### src/rtl/fifo_pkg.sv
// Shared sizing helpers and parameter-legality checks
// for the parametrised synchronous FIFO.
package fifo_pkg;

  function automatic int ptr_w(input int depth);
    return $clog2(depth);
  endfunction

  function automatic int cnt_w(input int depth);
    return $clog2(depth) + 1;
  endfunction

  function automatic bit depth_ok(input int depth);
    return (depth >= 2) && ((depth & (depth - 1)) == 0);
  endfunction

  function automatic bit af_ok(input int lvl, input int depth);
    return (lvl >= 1) && (lvl <= depth);
  endfunction

  function automatic bit ae_ok(input int lvl, input int depth);
    return (lvl >= 0) && (lvl <= depth - 1);
  endfunction

endpackage

### src/rtl/fifo_mem_2p.sv
// WIDTH x DEPTH register array: synchronous write,
// asynchronous read, no reset.
module fifo_mem_2p
  import fifo_pkg::*;
#(
  parameter int WIDTH = 8,
  parameter int DEPTH = 8
) (
  input  logic                    clk,
  input  logic                    we_i,
  input  logic [ptr_w(DEPTH)-1:0] waddr_i,
  input  logic [WIDTH-1:0]        wdata_i,
  input  logic [ptr_w(DEPTH)-1:0] raddr_i,
  output logic [WIDTH-1:0]        rdata_o
);

  logic [WIDTH-1:0] mem [DEPTH];

  always_ff @(posedge clk) begin
    if (we_i) begin
      mem[waddr_i] <= wdata_i;
    end
  end

  assign rdata_o = mem[raddr_i];

endmodule

### src/rtl/sync_fifo_param.sv
// Parametrised synchronous FIFO with occupancy count,
// programmable thresholds and sticky error flags.
module sync_fifo_param
  import fifo_pkg::*;
#(
  parameter int WIDTH    = 8,
  parameter int DEPTH    = 8,
  parameter int AF_LEVEL = DEPTH - 1,
  parameter int AE_LEVEL = 1
) (
  input  logic                    clk,
  input  logic                    rst_,
  input  logic                    fifo_write,
  input  logic [WIDTH-1:0]        fifo_data_in,
  input  logic                    fifo_read,
  output logic [WIDTH-1:0]        fifo_data_out,
  output logic                    fifo_full,
  output logic                    fifo_empty,
  output logic                    fifo_almost_full,
  output logic                    fifo_almost_empty,
  output logic [cnt_w(DEPTH)-1:0] fifo_cnt,
  output logic                    fifo_overflow,
  output logic                    fifo_underflow,
  input  logic                    clr_err
);

  localparam int PW = ptr_w(DEPTH);
  localparam int CW = cnt_w(DEPTH);

  if (WIDTH < 1) begin : g_bad_width
    $error("sync_fifo_param: WIDTH must be >= 1");
  end
  if (!depth_ok(DEPTH)) begin : g_bad_depth
    $error("sync_fifo_param: DEPTH must be a power of two >= 2");
  end
  if (!af_ok(AF_LEVEL, DEPTH)) begin : g_bad_af
    $error("sync_fifo_param: AF_LEVEL out of range");
  end
  if (!ae_ok(AE_LEVEL, DEPTH)) begin : g_bad_ae
    $error("sync_fifo_param: AE_LEVEL out of range");
  end

  // Names kept un-suffixed so existing bound assertions still resolve.
  logic [PW-1:0] rd_ptr, rd_ptr_d;
  logic [PW-1:0] wr_ptr, wr_ptr_d;
  logic [CW-1:0] cnt, cnt_d;

  logic ovf_q, ovf_d;
  logic udf_q, udf_d;
  logic wr_ok, rd_ok;
  logic [WIDTH-1:0] rdata;

  always_comb begin
    wr_ok    = fifo_write && (!fifo_full || fifo_read);
    rd_ok    = fifo_read && !fifo_empty;
    wr_ptr_d = wr_ptr;
    rd_ptr_d = rd_ptr;
    cnt_d    = cnt;
    if (wr_ok) begin
      wr_ptr_d = wr_ptr + PW'(1);
    end
    if (rd_ok) begin
      rd_ptr_d = rd_ptr + PW'(1);
    end
    unique case (1'b1)
      (wr_ok && !rd_ok): cnt_d = cnt + CW'(1);
      (rd_ok && !wr_ok): cnt_d = cnt - CW'(1);
      default:           cnt_d = cnt;
    endcase
  end

  // A fresh error in the clearing cycle wins over clr_err.
  always_comb begin
    ovf_d = (ovf_q && !clr_err) || (fifo_write && !wr_ok);
    udf_d = (udf_q && !clr_err) || (fifo_read && !rd_ok);
  end

  always_ff @(posedge clk or negedge rst_) begin
    if (!rst_) begin
      rd_ptr <= '0;
      wr_ptr <= '0;
      cnt    <= '0;
      ovf_q  <= 1'b0;
      udf_q  <= 1'b0;
    end else begin
      rd_ptr <= rd_ptr_d;
      wr_ptr <= wr_ptr_d;
      cnt    <= cnt_d;
      ovf_q  <= ovf_d;
      udf_q  <= udf_d;
    end
  end

  fifo_mem_2p #(
    .WIDTH (WIDTH),
    .DEPTH (DEPTH)
  ) u_mem (
    .clk     (clk),
    .we_i    (wr_ok),
    .waddr_i (wr_ptr),
    .wdata_i (fifo_data_in),
    .raddr_i (rd_ptr),
    .rdata_o (rdata)
  );

  assign fifo_full         = (cnt == CW'(DEPTH));
  assign fifo_empty        = (cnt == '0);
  assign fifo_almost_full  = (cnt >= CW'(AF_LEVEL));
  assign fifo_almost_empty = (cnt <= CW'(AE_LEVEL));
  assign fifo_cnt          = cnt;
  assign fifo_overflow     = ovf_q;
  assign fifo_underflow    = udf_q;
  assign fifo_data_out     = fifo_empty ? '0 : rdata;

endmodule

### config.mk
export PLATFORM = sky130hd
export DESIGN_NAME = sync_fifo_param
export DESIGN_NICKNAME = d
export VERILOG_FILES = /design/src/rtl/fifo_pkg.sv /design/src/rtl/fifo_mem_2p.sv /design/src/rtl/sync_fifo_param.sv
export SDC_FILE = /design/constraint.sdc
export NUM_CORES = 1
export LEC_CHECK = 0
export BUFFER_PORTS_ARGS = -buffer_cell sky130_fd_sc_hd__buf_2
export CORE_AREA = 2 2 84 86
export DETAILED_ROUTE_END_ITERATION = 12
export DIE_AREA = 0 0 86 88
export PLACE_DENSITY = 0.67
export SETUP_SLACK_MARGIN = 0.4
export SLEW_MARGIN = 40
export SYNTH_ARGS = -nofsm -noshare
export SYNTH_HDL_FRONTEND = slang
export SYNTH_SLANG_ARGS = --single-unit
### constraint.sdc
create_clock -name clk -period 3.4 [get_ports clk]
set_input_delay 1.02 -clock clk [delete_from_list [all_inputs] [get_ports clk]]
set_output_delay 1.02 -clock clk [all_outputs]
set_load 0.01 [all_outputs]
==> impl_metrics.csv <==
group,metric,value,unit
clocking,clock_latency,340,ps
setup_path,cp.required,2380,ps
final_layout,regArea,2227,sq um
global_route,antenna_found_initial,0,
power_and_ir_drop,peakVddDrop,0.3436,mV
final_layout,fillCellCount,564,
timing,hold_violations,0,
placement,place_ws,703.0,ps
setup_path,r2r_setup_slack,850,ps
timing,setup_viol,0,
floorplanning,die-width,86,um
global_route,grt_pass1_vias,1730,
power_and_ir_drop,p_comb_share,35.9,%
timing,max_slew_margin,55.72,%
run,max-cap-violations,0,
power_and_ir_drop,p_switching,1.046,mW
synth,syn_inst,201,
timing,period_needed,2882,ps
route,vias,1772,
timing,worst_pin_slew,661.8,ps
setup_path,startpoint_type,"register",
floorplanning,die_y,88,um
placement,place_congestion,0.7608,
timing,skew,4.746,ps
final_layout,antenna_cells,0,
route,routedWlPerCell,17.26,um
final_layout,synthToLayoutAreaGrowth,15.95,%
timing,fin_ws,518.1,ps
global_route,grt_overflow_total,0,
power_and_ir_drop,leakage,1.467,nW
power_and_ir_drop,p_clk_share,20.6,%
clocking,ctsHoldBuffers,0,
global_route,grt_usage,16.40,%
power_and_ir_drop,finalPower,3.164,mW
clocking,clkTransAtPathRegs,70,ps
timing,maxSlewViolCount,0,
route,finalWirelength,5729,um
power_and_ir_drop,switching_share,33.06,%
synth,yosys.cell_types.count,30,
final_layout,layout_commonest_cell,"edfxtp_1",
timing,holdWs,524.9,ps
synth,seq_area_frac_synth,69.43,%
route,firstDrtPassIters,4,
min_path,hold_path.class,"register to register",
clocking,numCtsBuffers,9,
clocking,cts-htree-levels,3,
floorplanning,core_area,6644,sq um
placement,portBuffers,30,
power_and_ir_drop,p_int,2.118,mW
final_layout,multi_input_area,905.9,sq um
timing,timing.fmax,347.0,MHz
final_layout,nNetsFinal,267,
clocking,clock_tree.root_cell,"clkbuf_8",
synth,syn_area,3201,sq um
route,vias_per_cell,5.337,
synth,synth_fp_nets,221,
synth,yosysWarnings,0,
timing,setup_tns,0,ps
setup_path,crit_fanout,18,
clocking,clockBufferDepth,2,
synth,syn_area_per_cell,15.92,sq um
global_route,grt_max_degree,19,
route,drt_iter0_markers,77,
synth,synth-seq-cells,76,
route,ant_nets,0,
floorplanning,placementRows,30,
setup_path,crit_type,"register to primary output",
status,status,"finished clean",
floorplanning,start_util,48.17,%
global_route,grt_pass1_wl,8783,um
route,drcViolationCount,0,
final_layout,drive_gt1_share,25.00,%
placement,dp_hpwl,3880,um
setup_path,endpoint_kind,"primary output",
power_and_ir_drop,seqPwrFrac,43.5,%
timing,finalCritPeriodShare,84.76,%
placement,dpl.cell_count,316,
floorplanning,io_pins,31,
setup_path,worstPathArrival,1860,ps
clocking,clock-sinks,76,
clocking,cts_tree,"yes",
timing,grt_setup_unrepaired,"false",
power_and_ir_drop,p_per_area,852.6,nW/um^2
floorplanning,dieArea,7568,sq um
final_layout,final_cell_count_no_fill,332,
final_layout,final_cell_mix,"edfxtp_1 (64), mux2i_1 (33), buf_2 (30)",
-- layer usage --
metal / GRT usage (%) / routed length, um / vias up / part of all wire (%)
met3: 3.770 / 150 / 11 / 2.6
li1: - / - / 858 / -
met5: 0 / 0 / - / 0
met2: 27.63 / 2883 / 22 / 50
met4: 9.091 / 139 / 0 / 2.4
met1: 19.56 / 2556 / 881 / 45
-- state kept, by name (all words and copies together), names as in the netlist --
signal and flops:
wr_ptr 3, u_mem.mem 64, fifo_cnt 4, fifo_underflow 1
rd_ptr 3, fifo_overflow 1
-- cell usage after synthesis --
master     number  area share (%)
a21o_1          1            0.23
a21oi_2         1            0.27
a22o_1         16             4.4
and2_1          1            0.20
buf_1           2            0.23
buf_2           2            0.31
buf_4           3            0.70
buf_6           1            0.35
clkbuf_1        1            0.12
dfrtp_1        12             9.4
edfxtp_1       64              60
ha_1            7             2.7
inv_1           6            0.70
mux2_2          2            0.70
mux2i_1        33              10
nand2_1         4            0.47
nand2b_1        2            0.39
nand3_1         2            0.31
nand3b_1        3            0.70
nand4b_1        1            0.27
nand4bb_1       1            0.35
nor2_1          9             1.1
nor2b_1         3            0.59
nor3_1         11             1.7
nor3b_1         1            0.23
o21ai_0         2            0.31
o32ai_1         1            0.27
or4b_4          1            0.43
xnor2_1         5             1.4
xor2_1          3            0.82
-- cells by family after synthesis --
kind of cell / share of synthesized area (%)
xor gates and xnor gates: 2.189
adders and majority gates: 2.736
buffers and inverters: 2.424
muxes: 11.02
AOI/OAI and AO/OA: 5.473
DFF: 69.43
and+or+nand+nor: 6.724
-- repair_timing --
action                                  CTS  global route
gates resized for setup                   0             3
buffers inserted                          0             0
endpoints found under the setup margin    0             8
-- final timing paths --
| kind | cells after the start | end | startpoint |
|---|---|---|---|
| max in group asynchronous | 1 | rd_ptr[1]$_DFFE_PN0P_ | rst_ |
| setup reg to reg | 9 | fifo_cnt[3]$_DFFE_PN0P_ | fifo_cnt[1]$_DFFE_PN0P_ |
| setup / recovery | 5 | fifo_data_out[1] | rd_ptr[1]$_DFFE_PN0P_ |
| min in group asynchronous | 1 | fifo_cnt[2]$_DFFE_PN0P_ | rst_ |
| hold reg to reg | 1 | wr_ptr[0]$_DFFE_PN0P_ | wr_ptr[0]$_DFFE_PN0P_ |
| hold / removal | 1 | wr_ptr[0]$_DFFE_PN0P_ | wr_ptr[0]$_DFFE_PN0P_ |
-- cell type report --
| cell class | count | area share, % |
|---|---|---|
| clock inverters | 2 | 0.9440 |
| flip-flops and latches | 76 | 60.01 |
| well taps | 80 | 2.697 |
| inverters | 6 | 0.6069 |
| clock buffers | 14 | 4.113 |
| multi-input cells | 110 | 24.41 |
| repair buffers | 44 | 7.215 |
-- stage by stage --
step | area [sq um] | util, %
2_1_floorplan | 3201 | -
3_3_place_gp | 3515 | 52.90
3_5_place_dp | 3515 | 52.90
4_1_cts | 3702 | 55.73
5_1_grt | 3711 | 55.86
6_report | 3711 | 55.86
-- power groups by stage --
stage	Combinational (mW)	Sequential, mW	Clock, mW
after global routing	1.25	1.40	0.707
after global placement	1.14	1.38	0
after CTS	1.15	1.37	0.665
after detailed placement	1.15	1.39	0
after floorplan	0.821	1.32	0
final	1.14	1.38	0.652
-- critical path: stages, from the launching register on --
cell and delay (ps):
dfrtp_4 620, buf_12 220, mux2i_1 120, a22o_1 220, nor3_1 160, buf_2 160
(Power assumes the default switching activity.)
